==> config.mk <==
export PLATFORM = sky130hd
export DESIGN_NAME = fifo_wr_arbiter
export DESIGN_NICKNAME = d
export VERILOG_FILES = /design/src/rtl/fifo_wr_arbiter.sv
export SDC_FILE = /design/constraint.sdc
export NUM_CORES = 1
export LEC_CHECK = 0
export BUFFER_PORTS_ARGS = -buffer_cell sky130_fd_sc_hd__clkbuf_2
export CAP_MARGIN = 25
export CORE_UTILIZATION = 30
export DETAILED_ROUTE_END_ITERATION = 10
export PLACE_DENSITY = 0.73
export SYNTH_ARGS = -nofsm -noshare
export SYNTH_HDL_FRONTEND = slang
export SYNTH_SLANG_ARGS = --single-unit
==> constraint.sdc <==
create_clock -name aclk -period 3.5 [get_ports aclk]
set_input_delay 0.875 -clock aclk [delete_from_list [all_inputs] [get_ports aclk]]
set_output_delay 0.875 -clock aclk [all_outputs]
set_load 0.01 [all_outputs]
==> src/rtl/fifo_wr_arbiter.sv <==
// Round-robin share of one FIFO write port among NUM_REQ requesters; optional FIFO_WR_ARB_STATS_EN adds per-requester word counters.
// Latency: grant one cycle after req_valid, then write strobe is combinational from req_valid of the granted requester.
// Backpressure: fifo_full clears req_ready/fifo_wr_en and freezes the burst; grant is held through a stall.
module fifo_wr_arbiter #(
    parameter int NUM_REQ    = 4,
    parameter int DATA_WIDTH = 32,
    parameter int MAX_BURST  = 8
) (
    input  logic                          aclk,
    input  logic                          areset,
    input  logic [NUM_REQ*DATA_WIDTH-1:0] req_data,
    input  logic [NUM_REQ-1:0]            req_valid,
    input  logic [NUM_REQ-1:0]            req_last,
    output logic [NUM_REQ-1:0]            req_ready,
    output logic [DATA_WIDTH-1:0]         fifo_wr_data,
    output logic                          fifo_wr_en,
    input  logic                          fifo_full,
    output logic [NUM_REQ-1:0]            grant,
    output logic                          busy
`ifdef FIFO_WR_ARB_STATS_EN
    ,
    output logic [NUM_REQ*32-1:0]         stat_words
`endif
);

    localparam int IDX_W = $clog2(NUM_REQ);
    localparam logic [7:0] MAX_BURST_C = 8'(MAX_BURST);
    localparam logic [NUM_REQ-1:0] ONE_HOT_0 = {{(NUM_REQ-1){1'b0}}, 1'b1};

    typedef enum logic {
        ST_IDLE,
        ST_GRANT
    } state_t;

    state_t                 state;
    logic [IDX_W-1:0]       rr_ptr;
    logic [7:0]             burst_cnt;

    logic [DATA_WIDTH-1:0]  req_words [NUM_REQ];
    logic [IDX_W-1:0]       sel_idx;
    logic                   sel_found;
    logic [IDX_W:0]         scan;
    logic                   gnt_vld;
    logic                   xfer;
    logic                   burst_end;
    logic [7:0]             burst_cnt_inc;

    for (genvar i = 0; i < NUM_REQ; i++) begin : g_words
        assign req_words[i] = req_data[i*DATA_WIDTH +: DATA_WIDTH];
    end

    // Rotating priority: start one past the last winner and wrap.
    always_comb begin
        sel_idx   = '0;
        sel_found = 1'b0;
        scan      = '0;
        for (int k = 1; k <= NUM_REQ; k++) begin
            scan = {1'b0, rr_ptr} + (IDX_W+1)'(k);
            if (scan >= (IDX_W+1)'(NUM_REQ)) begin
                scan = scan - (IDX_W+1)'(NUM_REQ);
            end
            if (!sel_found && req_valid[scan[IDX_W-1:0]]) begin
                sel_found = 1'b1;
                sel_idx   = scan[IDX_W-1:0];
            end
        end
    end

    // While granted, rr_ptr names the owner, so it doubles as the data mux select.
    assign gnt_vld       = req_valid[rr_ptr];
    assign xfer          = (state == ST_GRANT) && gnt_vld && !fifo_full && !areset;
    assign burst_cnt_inc = burst_cnt + 8'd1;
    assign burst_end     = (xfer && (req_last[rr_ptr] || (burst_cnt_inc == MAX_BURST_C)))
                         || (!gnt_vld && !fifo_full);

    assign req_ready    = grant & {NUM_REQ{!fifo_full && !areset}};
    assign fifo_wr_en   = xfer;
    assign fifo_wr_data = req_words[rr_ptr];

    always_ff @(posedge aclk) begin
        if (areset) begin
            state     <= ST_IDLE;
            grant     <= '0;
            busy      <= 1'b0;
            burst_cnt <= '0;
            rr_ptr    <= IDX_W'(NUM_REQ - 1);
        end else begin
            case (state)
                ST_IDLE: begin
                    if (sel_found) begin
                        state     <= ST_GRANT;
                        grant     <= ONE_HOT_0 << sel_idx;
                        busy      <= 1'b1;
                        rr_ptr    <= sel_idx;
                        burst_cnt <= '0;
                    end
                end
                ST_GRANT: begin
                    if (xfer) begin
                        burst_cnt <= burst_cnt_inc;
                    end
                    if (burst_end) begin
                        state <= ST_IDLE;
                        grant <= '0;
                        busy  <= 1'b0;
                    end
                end
                default: begin
                    state <= ST_IDLE;
                    grant <= '0;
                    busy  <= 1'b0;
                end
            endcase
        end
    end

`ifdef FIFO_WR_ARB_STATS_EN
    logic [31:0] stat_cnt [NUM_REQ];

    always_ff @(posedge aclk) begin
        if (areset) begin
            for (int i = 0; i < NUM_REQ; i++) begin
                stat_cnt[i] <= '0;
            end
        end else begin
            for (int i = 0; i < NUM_REQ; i++) begin
                if (req_valid[i] && req_ready[i] && (stat_cnt[i] != 32'hFFFF_FFFF)) begin
                    stat_cnt[i] <= stat_cnt[i] + 32'd1;
                end
            end
        end
    end

    for (genvar i = 0; i < NUM_REQ; i++) begin : g_stats
        assign stat_words[i*32 +: 32] = stat_cnt[i];
    end
`endif

endmodule

==> reports/qor.csv, run 1 <==
metric,value,unit
drive_gt1_share,68.67,%
max-vdd-ir-drop,0.1606,mV
p_leak,1.370,nW
dp_hpwl,5334,µm
rsz0062_at_grt,false,
synthMuxAreaShare,46.25,%
drt_pass1_iterations,4,
finalWorstPathRequiredPeriod,2948,ps
num_rows,27,
synth-simple-area-share,14.76,%
crit_family,flip-flops,
syn_avg_cell_area,10.82,µm²
stdcell_count,404,
grt_overflow,0,
final_antenna_net_count,0,
outcome,finished clean,
powerDensity,293.7,nW/µm²
hold_class,flip-flop to flip-flop,
die_area,6041,µm²
setup_violations,0,
fmax,0.3392,GHz
cts_resized,0,
fillers,531,
placedCellCount,401,
critical_path_arrival,2070,ps
synth_top_family_by_area,multiplexers,
synth_area,1720,µm²
ctsHtreeMaxLevel,1,
drt-initial-drc-count,67,
path_cells,"buf_4, mux4_2, clkbuf_2",
synthArstFlopShare,0,%
fin_nets,474,
die_w,77.73,µm
whs_path_depth,2,
critPathLaunchType,flip-flop,
grtUsageTotal,20.99,%
hold_viol_final,0,
path_buf_inv,2,
ctsHoldBuffers,0,
cts_sinks,16,
gp_congestion,0.9073,
grt_pass1_wl,10140,µm
synth_edf_count,0,
slew_headroom,51.49,%
clockBufferDepth,2,
yosys.area_share.xor_xnor,0,%
dieHeight,77.73,µm
clock-root-buffer,clkbuf_8,
top_layer,met4,
met3WireLength,536,µm
yosys_most_used_dff,dfxtp_1,
fp.coreArea,5507,µm²
crit_path_top_delay_cell,dfxtp_2,
synth_compound_area_share,14.76,%
grt_pass1_vias,2103,
syn2layout_area_growth,57.45,%
synthTopCellsByArea,"mux4_2 45%, dfxtp_1 19%, nand2b_1 4.0%",
ys_types,33,
m1WireLength,2458,µm
final_util,49.19,%
clkSlewWorstSetupHoldPaths,60,ps
slew_viol_final,0,
cts_tree,built,
portBuffers,180,
drt_wl_total,6189,µm
ys_seq_area_share,18.62,%
syn_nets,299,
ys_seq_elements,16,
grt_max_degree,38,
skew,2.564,ps
drc,0,
finalSetupTns,0,ps
max_stage_delay,800,ps
wl_met2,3165,µm
start_util,31.24,%
endpoint_kind,output pin,
synth_top_area_share,44.51,%
synthCells,159,
yosysTopAreaCell,mux4_2,
post_cts_buffers,0,
cp_data_required_time,2620,ps
yosys.area_share.adder,0.7273,%
crit_cells,3,
worst_pin_slew,727.7,ps
antenna_found_initial,0,
criticalPathCategory,flip-flop to output pin,
cp_max_fo,23,
ios,181,
drv_cap,0,
viasPerCell,5.300,
synth-warning-count,0,
reg2reg_depth,6,
worst_skew_pair.late_latency,240,ps
cts_buffers,3,
min_period_over_period,84.24,%
n_antenna_cell,0,
dr_total_vias,2141,
dpl_cell_area,2668,µm²
fin_area,2709,µm²
wl_per_cell,15.32,µm
## per-stage QoR
step	setup WS (ps)	total power [W]	hold WS [ps]
after floorplan	1049	0.0004911	448.5
after global placement	747.9	0.0006619	465.8
after detailed placement	722.0	0.0006694	472.8
after CTS	499.2	0.0008048	482.4
after global routing	374.5	0.0008474	498.7
final	551.8	0.0007956	478.4
## path summary, 6_finish.rpt
path                            startpoint          endpoint  slack, ps
worst max register to register   rr_ptr[1]          grant[0]       1200
worst min-delay path                  busy              busy        480
worst max-delay path             rr_ptr[0]  fifo_wr_data[27]        550
worst min register to register        busy              busy        480
## flip-flops by register name (all words and copies together) (netlist names)
signal and cells:
busy 1, grant 4, state 1, burst_cnt 8, rr_ptr 2
## metal layers
metal  vias to the layer above  global-route usage (%)
met5                         -                       0
met4                         0                   2.264
met3                         4                   4.471
met2                       134                   38.67
met1                      1009                   25.65
li1                        994                       -
## power by group
group	internal (W)	leakage, nW	switching [W]	total [W]
Clock	0.0000762	0.0216	0.0000581	0.000134
Sequential	0.000194	0.130	0.0000307	0.000225
Combinational	0.000249	1.22	0.000188	0.000437
## cell usage after synthesis, types with 3 or more instances
cell type	instances
mux4_2	34
dfxtp_1	16
nor2_1	13
nand2_1	12
nand2b_1	11
a21oi_1	8
o22ai_1	8
o21ai_0	7
clkbuf_1	6
a311oi_1	4
buf_2	4
inv_1	4
mux2i_1	3
nand3_1	3
nor3_1	3
## final cells by class
type                       count  area [µm²]  area share, %
clock buffer                   3       41.29          1.524
inverter                       4       15.01         0.5543
multi-input combinational    126        1316          48.59
sequential                    16       322.8          11.92
tap                           72       90.09          3.326
timing repair buffer         183       923.4          34.09
## tightest hold or removal path, cell delays in order, from the launching register on
cell and delay (ps):
dfxtp_1 310, nand2b_1 70, o22ai_1 50
## kinds of logic (layout without fill, tap and decap cells)
family | count (synthesis) | count (layout)
fa+ha+maj | 1 | 1
buf+inv | 17 | 190
mux | 37 | 37
flops | 16 | 16
simple gates | 51 | 51
compound gates | 37 | 37
## cells in the final DEF, fill, tap and decap left out, types with 4 or more instances in the layout
master    instances
a21oi_1           8
a311oi_1          4
clkbuf_2        180
dfxtp_1          14
inv_1             4
mux4_2           34
nand2_1          12
nand2b_1         11
nor2_1           13
o21ai_0           7
o22ai_1           8
No activity file was read; power rests on OpenSTA's default activity.
==> inputs of run 2 (changes only) <==
- clock period: 3.5 -> 2.9 ns (I/O delays scaled with it)
==> run 2 against run 1 <==
Sequential share of layout area down 0.15 points. Global-route usage is 0.35 points lower. First-iteration DRC count rose by 58%. Die area unchanged. Largest cell class unchanged. Clock power grew 47%. Worst hold slack improved by 12 ps. Critical path type unchanged. Register-to-register slack got worse by 440 ps. Clock skew is 0.99 ps higher. Count of clock-buffer cells in the layout grew 1. Flip-flop and latch count is the same. Combinational power increased by 22%.
==> reports/qor.csv, run 2 (same netlist as run 1, synthesis figures left out) <==
metric,value,unit,change
worst_skew_pair.late_latency,250,ps,about the same
grtUsageTotal,20.64,%,-0.35 points
ios,181,,unchanged
post_cts_buffers,0,,unchanged
hold-worst-slack,490.0,ps,+11.59 ps
fmax,0.3823,GHz,
max-vdd-ir-drop,0.2293,mV,+43%
dr_total_vias,2111,,-1.4%
min_period_over_period,90.21,%,
endpoint_kind,output pin,,
final_antenna_net_count,0,,unchanged
num_rows,27,,unchanged
finalSetupTns,0,ps,unchanged
setup_violations,0,,unchanged
drt-initial-drc-count,106,,+58%
whs_path_depth,1,,-1
ctsHtreeMaxLevel,1,,unchanged
wl_per_cell,15.16,µm,-1.1%
powerDensity,364.9,nW/µm²,+24%
fin_nets,475,,+0.21%
drt_wl_total,6153,µm,-0.58%
criticalPathCategory,flip-flop to output pin,,
dp_hpwl,5354,µm,+0.39%
clockBufferDepth,2,,unchanged
skew,3.549,ps,+0.9852 ps
slew_viol_final,0,,unchanged
rsz0062_at_grt,false,,
drive_gt1_share,68.86,%,+0.19 points
die_w,77.73,µm,unchanged
cp_data_required_time,2170,ps,-450 ps
slew_headroom,68.23,%,+17 points
grt_max_degree,25,,-34%
grt_overflow,0,,unchanged
fp.coreArea,5507,µm²,unchanged
hold_viol_final,0,,unchanged
drt_pass1_iterations,4,,unchanged
final_common_cell,clkbuf_2,,
cts_resized,0,,unchanged
finalWorstPathRequiredPeriod,2616,ps,
die_area,6041,µm²,unchanged
portBuffers,180,,unchanged
clkSlewWorstSetupHoldPaths,60,ps,about the same
viasPerCell,5.200,,-1.9%
reg2reg_depth,5,,-1
grt_pass1_vias,2177,,+3.5%
start_util,31.24,%,unchanged
outcome,finished clean,,
critPathLaunchType,flip-flop,,
dieHeight,77.73,µm,unchanged
clock-root-buffer,clkbuf_8,,
drv_cap,0,,unchanged
largest-register,burst_cnt,,
p_leak,1.388,nW,+1.3%
drc,0,,unchanged
critical_path_arrival,1890,ps,-180 ps
cts_buffers,3,,unchanged
syn2layout_area_growth,59.42,%,
cts_sinks,16,,unchanged
gp_congestion,0.8607,,-5.1%
layout_common_cells,"180 x clkbuf_2, 34 x mux4_2, 14 x dfxtp_1",,
largest_reg_flops,8,,unchanged
reg_top3,"burst_cnt (8), grant (4), rr_ptr (2)",,
cts_tree,built,,
hold_class,flip-flop to flip-flop,,
cp_max_fo,24,,+4.3%
worst_pin_slew,476.6,ps,-251.1 ps
ctsHoldBuffers,0,,unchanged
antenna_found_initial,0,,unchanged
n_antenna_cell,0,,unchanged
grt_pass1_wl,9894,µm,-2.4%
run 2: changes by cell type in the layout (fill, tap and decap cells not counted):
| cell | change |
|---|---|
| buf_12 | +1 |
| clkbuf_8 | +1 |
run 2: worst paths after layout:
path	start	end	slack [ps]
worst max-delay path	rr_ptr[1]	fifo_wr_en	280
worst min-delay path	burst_cnt[7]	burst_cnt[7]	490
worst max register to register	rr_ptr[1]	grant[0]	760
worst min register to register	burst_cnt[7]	burst_cnt[7]	490
run 2: report_power, final:
part	switching, W	leakage, nW	internal [W]
clock network	0.0000763	0.0288	0.000120
registers	0.0000357	0.130	0.000234
logic	0.000228	1.23	0.000306
total	0.000340	1.39	0.000661
run 2: final cells by class:
| cell class | count | area (µm²) |
|---|---|---|
| well taps | 72 | 90.09 |
| multi-input cells | 126 | 1316 |
| fillers | 531 | 2764 |
| clock buffers | 4 | 55.05 |
| inverters | 4 | 15.01 |
| repair buffers | 184 | 943.4 |
| flip-flops and latches | 16 | 322.8 |
run 2: per-layer routing:
metal  share of wire, %  wire (µm)  track usage [%]  vias up
li1                   -          -                -      998
met1                 40       2433            24.41      994
met2                 50       3081            37.35      113
met3                9.4        576            5.765        6
met4               0.99         61            3.585        0
met5                  0          0                0        -
run 2: through the flow:
step | utilization, % | power [W] | area [µm²] | setup slack [ps] | instances
2_1_floorplan | - | 0.0005927 | 1720 | 748.5 | 159
3_3_place_gp | 48.81 | 0.0008027 | 2688 | 446.7 | 402
3_5_place_dp | 48.81 | 0.0008139 | 2688 | 420.3 | 402
4_1_cts | 49.81 | 0.001013 | 2743 | 266.0 | 406
5_1_grt | 49.81 | 0.001066 | 2743 | 160.5 | 406
6_report | 49.81 | 0.001001 | 2743 | 284.0 | 406
run 2: critical path: stages, from the launching register on:
cell and delay [ps]:
dfxtp_2 630, mux4_2 590, nand2_2 150, inv_1 120, clkbuf_2 150
==> inputs of run 3 (changes only) <==
- REMOVE_ABC_BUFFERS: default -> 1
==> run 3 against run 2 <==
Maximum frequency grew 1.2%. Register-to-register slack improved by 30 ps. Sequential share of layout area is 0.059 points higher. Count of clock-buffer cells in the layout fell by 1.
==> reports/qor.csv, run 3 (same netlist as run 1, synthesis figures left out) <==
metric,value,unit,change
max-vdd-ir-drop,0.1904,mV,-17%
ios,181,,unchanged
drc,0,,unchanged
crit_end,fifo_wr_en,,
placedCellCount,402,,unchanged
reg_top3,"burst_cnt (8), grant (4), rr_ptr (2)",,
setup_violations,0,,unchanged
crit_path_top_delay_cell,mux4_2,,
critical_path_arrival,1860,ps,-30 ps
finalSetupTns,0,ps,unchanged
criticalPathCategory,flip-flop to output pin,,
hold_class,flip-flop to flip-flop,,
cts_sinks,16,,unchanged
gp_congestion,0.9175,,+6.6%
final_common_cell,clkbuf_2,,
crit_cells,4,,unchanged
skew,1.318,ps,-2.231 ps
endpoint_kind,output pin,,
reg2reg_slack,790,ps,+30 ps
stdcell_count,405,,-0.25%
outcome,finished clean,,
drt-initial-drc-count,109,,+2.8%
cp_max_fo,21,,-13%
cp_data_required_time,2170,ps,about the same
die_w,77.73,µm,unchanged
r2r-end,grant[1],,
drt_pass1_iterations,4,,unchanged
p_total,0.0009751,W,-2.6%
dp_hpwl,5765,µm,+7.7%
internal_power,0.0006326,W,-4.3%
start_util,31.24,%,unchanged
pre_cts_ws,398.8,ps,-21.55 ps
worst_skew_pair.late_latency,250,ps,about the same
grt_overflow,0,,unchanged
swShare,35.12,%,+1.1 points
syn2layout_area_growth,58.62,%,
post_cts_buffers,0,,unchanged
path_buf_inv,2,,unchanged
p_sw,0.0003425,W,+0.74%
drive_gt1_share,68.77,%,-0.094 points
fmax,0.3869,GHz,+1.2%
portBuffers,180,,unchanged
ctsHtreeMaxLevel,1,,unchanged
finalWorstPathRequiredPeriod,2585,ps,-31.03 ps
fin_area,2729,µm²,-0.50%
worst_pin_slew,420.3,ps,-56.35 ps
min_period_over_period,89.14,%,-1.1 points
max_stage_delay,600,ps,-30 ps
ctsHoldBuffers,0,,unchanged
dieHeight,77.73,µm,unchanged
hold_viol_final,0,,unchanged
powerDensity,357.3,nW/µm²,-2.1%
layout_common_cells,"180 x clkbuf_2, 34 x mux4_2, 14 x dfxtp_1",,
slew_viol_final,0,,unchanged
crit_family,multiplexers,,
drt_wl_total,6619,µm,+7.6%
pwr-share-clk,17.1,%,-2.6 points
clockBufferDepth,2,,unchanged
viasPerCell,5.331,,+2.5%
grt_max_degree,25,,unchanged
grt_pass1_vias,2188,,+0.51%
critPathLaunchType,flip-flop,,
slew_headroom,71.61,%,+3.4 points
die_area,6041,µm²,unchanged
antenna_found_initial,0,,unchanged
fp.coreArea,5507,µm²,unchanged
largest_reg_flops,8,,unchanged
clkSlewWorstSetupHoldPaths,60,ps,about the same
worstSetupStartpoint,rr_ptr[1],,
dr_total_vias,2159,,+2.3%
dpl_cell_area,2688,µm²,unchanged
drv_cap,0,,unchanged
comb_power_share,55.6,%,+2.2 points
final_antenna_net_count,0,,unchanged
clock-root-buffer,clkbuf_8,,
wl_per_cell,16.34,µm,+7.8%
num_rows,27,,unchanged
p_leak,1.381,nW,-0.52%
reg2reg_from,rr_ptr[1],,
reg2reg_depth,5,,unchanged
fillers,522,,-1.7%
worst_slack,315.0,ps,+31.03 ps
n_antenna_cell,0,,unchanged
largest-register,burst_cnt,,
cts_buffers,3,,unchanged
pwr-share-seq,27.3,%,+0.3 points
cts_resized,0,,unchanged
grt_pass1_wl,10460,µm,+5.7%
fin_nets,475,,unchanged
path_cells,"mux4_2, nand2_2, inv_1, clkbuf_2",,
grtUsageTotal,22.00,%,+1.4 points
cts_tree,built,,
rsz0062_at_grt,false,,
[run 3: changes by cell type in the layout (fill, tap and decap cells not counted), sizes merged]
cell / delta
clkbuf: -1
[run 3: worst min path at each step]
stage | start | end | slack [ps] | cells past startpoint
after detailed placement | burst_cnt[7] | burst_cnt[7] | 470 | 1
after global placement | busy | busy | 460 | 2
after CTS | burst_cnt[7] | burst_cnt[7] | 480 | 1
after global routing | burst_cnt[7] | burst_cnt[7] | 510 | 1
final | busy | busy | 480 | 2
after floorplan | burst_cnt[7] | burst_cnt[7] | 440 | 1
[run 3: power groups by stage]
| stage | combinational [W] | clock (W) | sequential (W) |
|---|---|---|---|
| after CTS | 0.000547 | 0.000174 | 0.000267 |
| final | 0.000542 | 0.000167 | 0.000267 |
| after global routing | 0.000581 | 0.000181 | 0.000272 |
| after floorplan | 0.000279 | 0 | 0.000298 |
| after detailed placement | 0.000544 | 0 | 0.000272 |
| after global placement | 0.000532 | 0 | 0.000271 |
[run 3: layer usage]
layer	wire length (µm)	vias up	global-route usage, %
li1	-	996	-
met1	2505	1027	26.41
met2	3313	126	39.47
met3	709	10	6.000
met4	90	0	3.774
met5	0	-	0
[run 3: area by class of cell]
cell class	count	area (µm²)	area share, %
Timing Repair Buffer	184	943.4	34.57
Multi-Input combinational cell	126	1316	48.23
Tap cell	72	90.09	3.301
Sequential cell	16	322.8	11.83
Clock buffer	3	41.29	1.513
Inverter	4	15.01	0.5502
[run 3: worst min-delay path: stages (launching register included)]
cell	delay [ps]
dfxtp_1	310
nand2b_1	70
o22ai_1	60
[run 3: through the flow]
stage	hold slack (ps)	utilization, %
floorplan	443.5	-
global route	509.9	49.56
finish	483.1	49.56
global placement	462.7	48.81
detailed placement	470.2	48.81
CTS	481.5	49.56
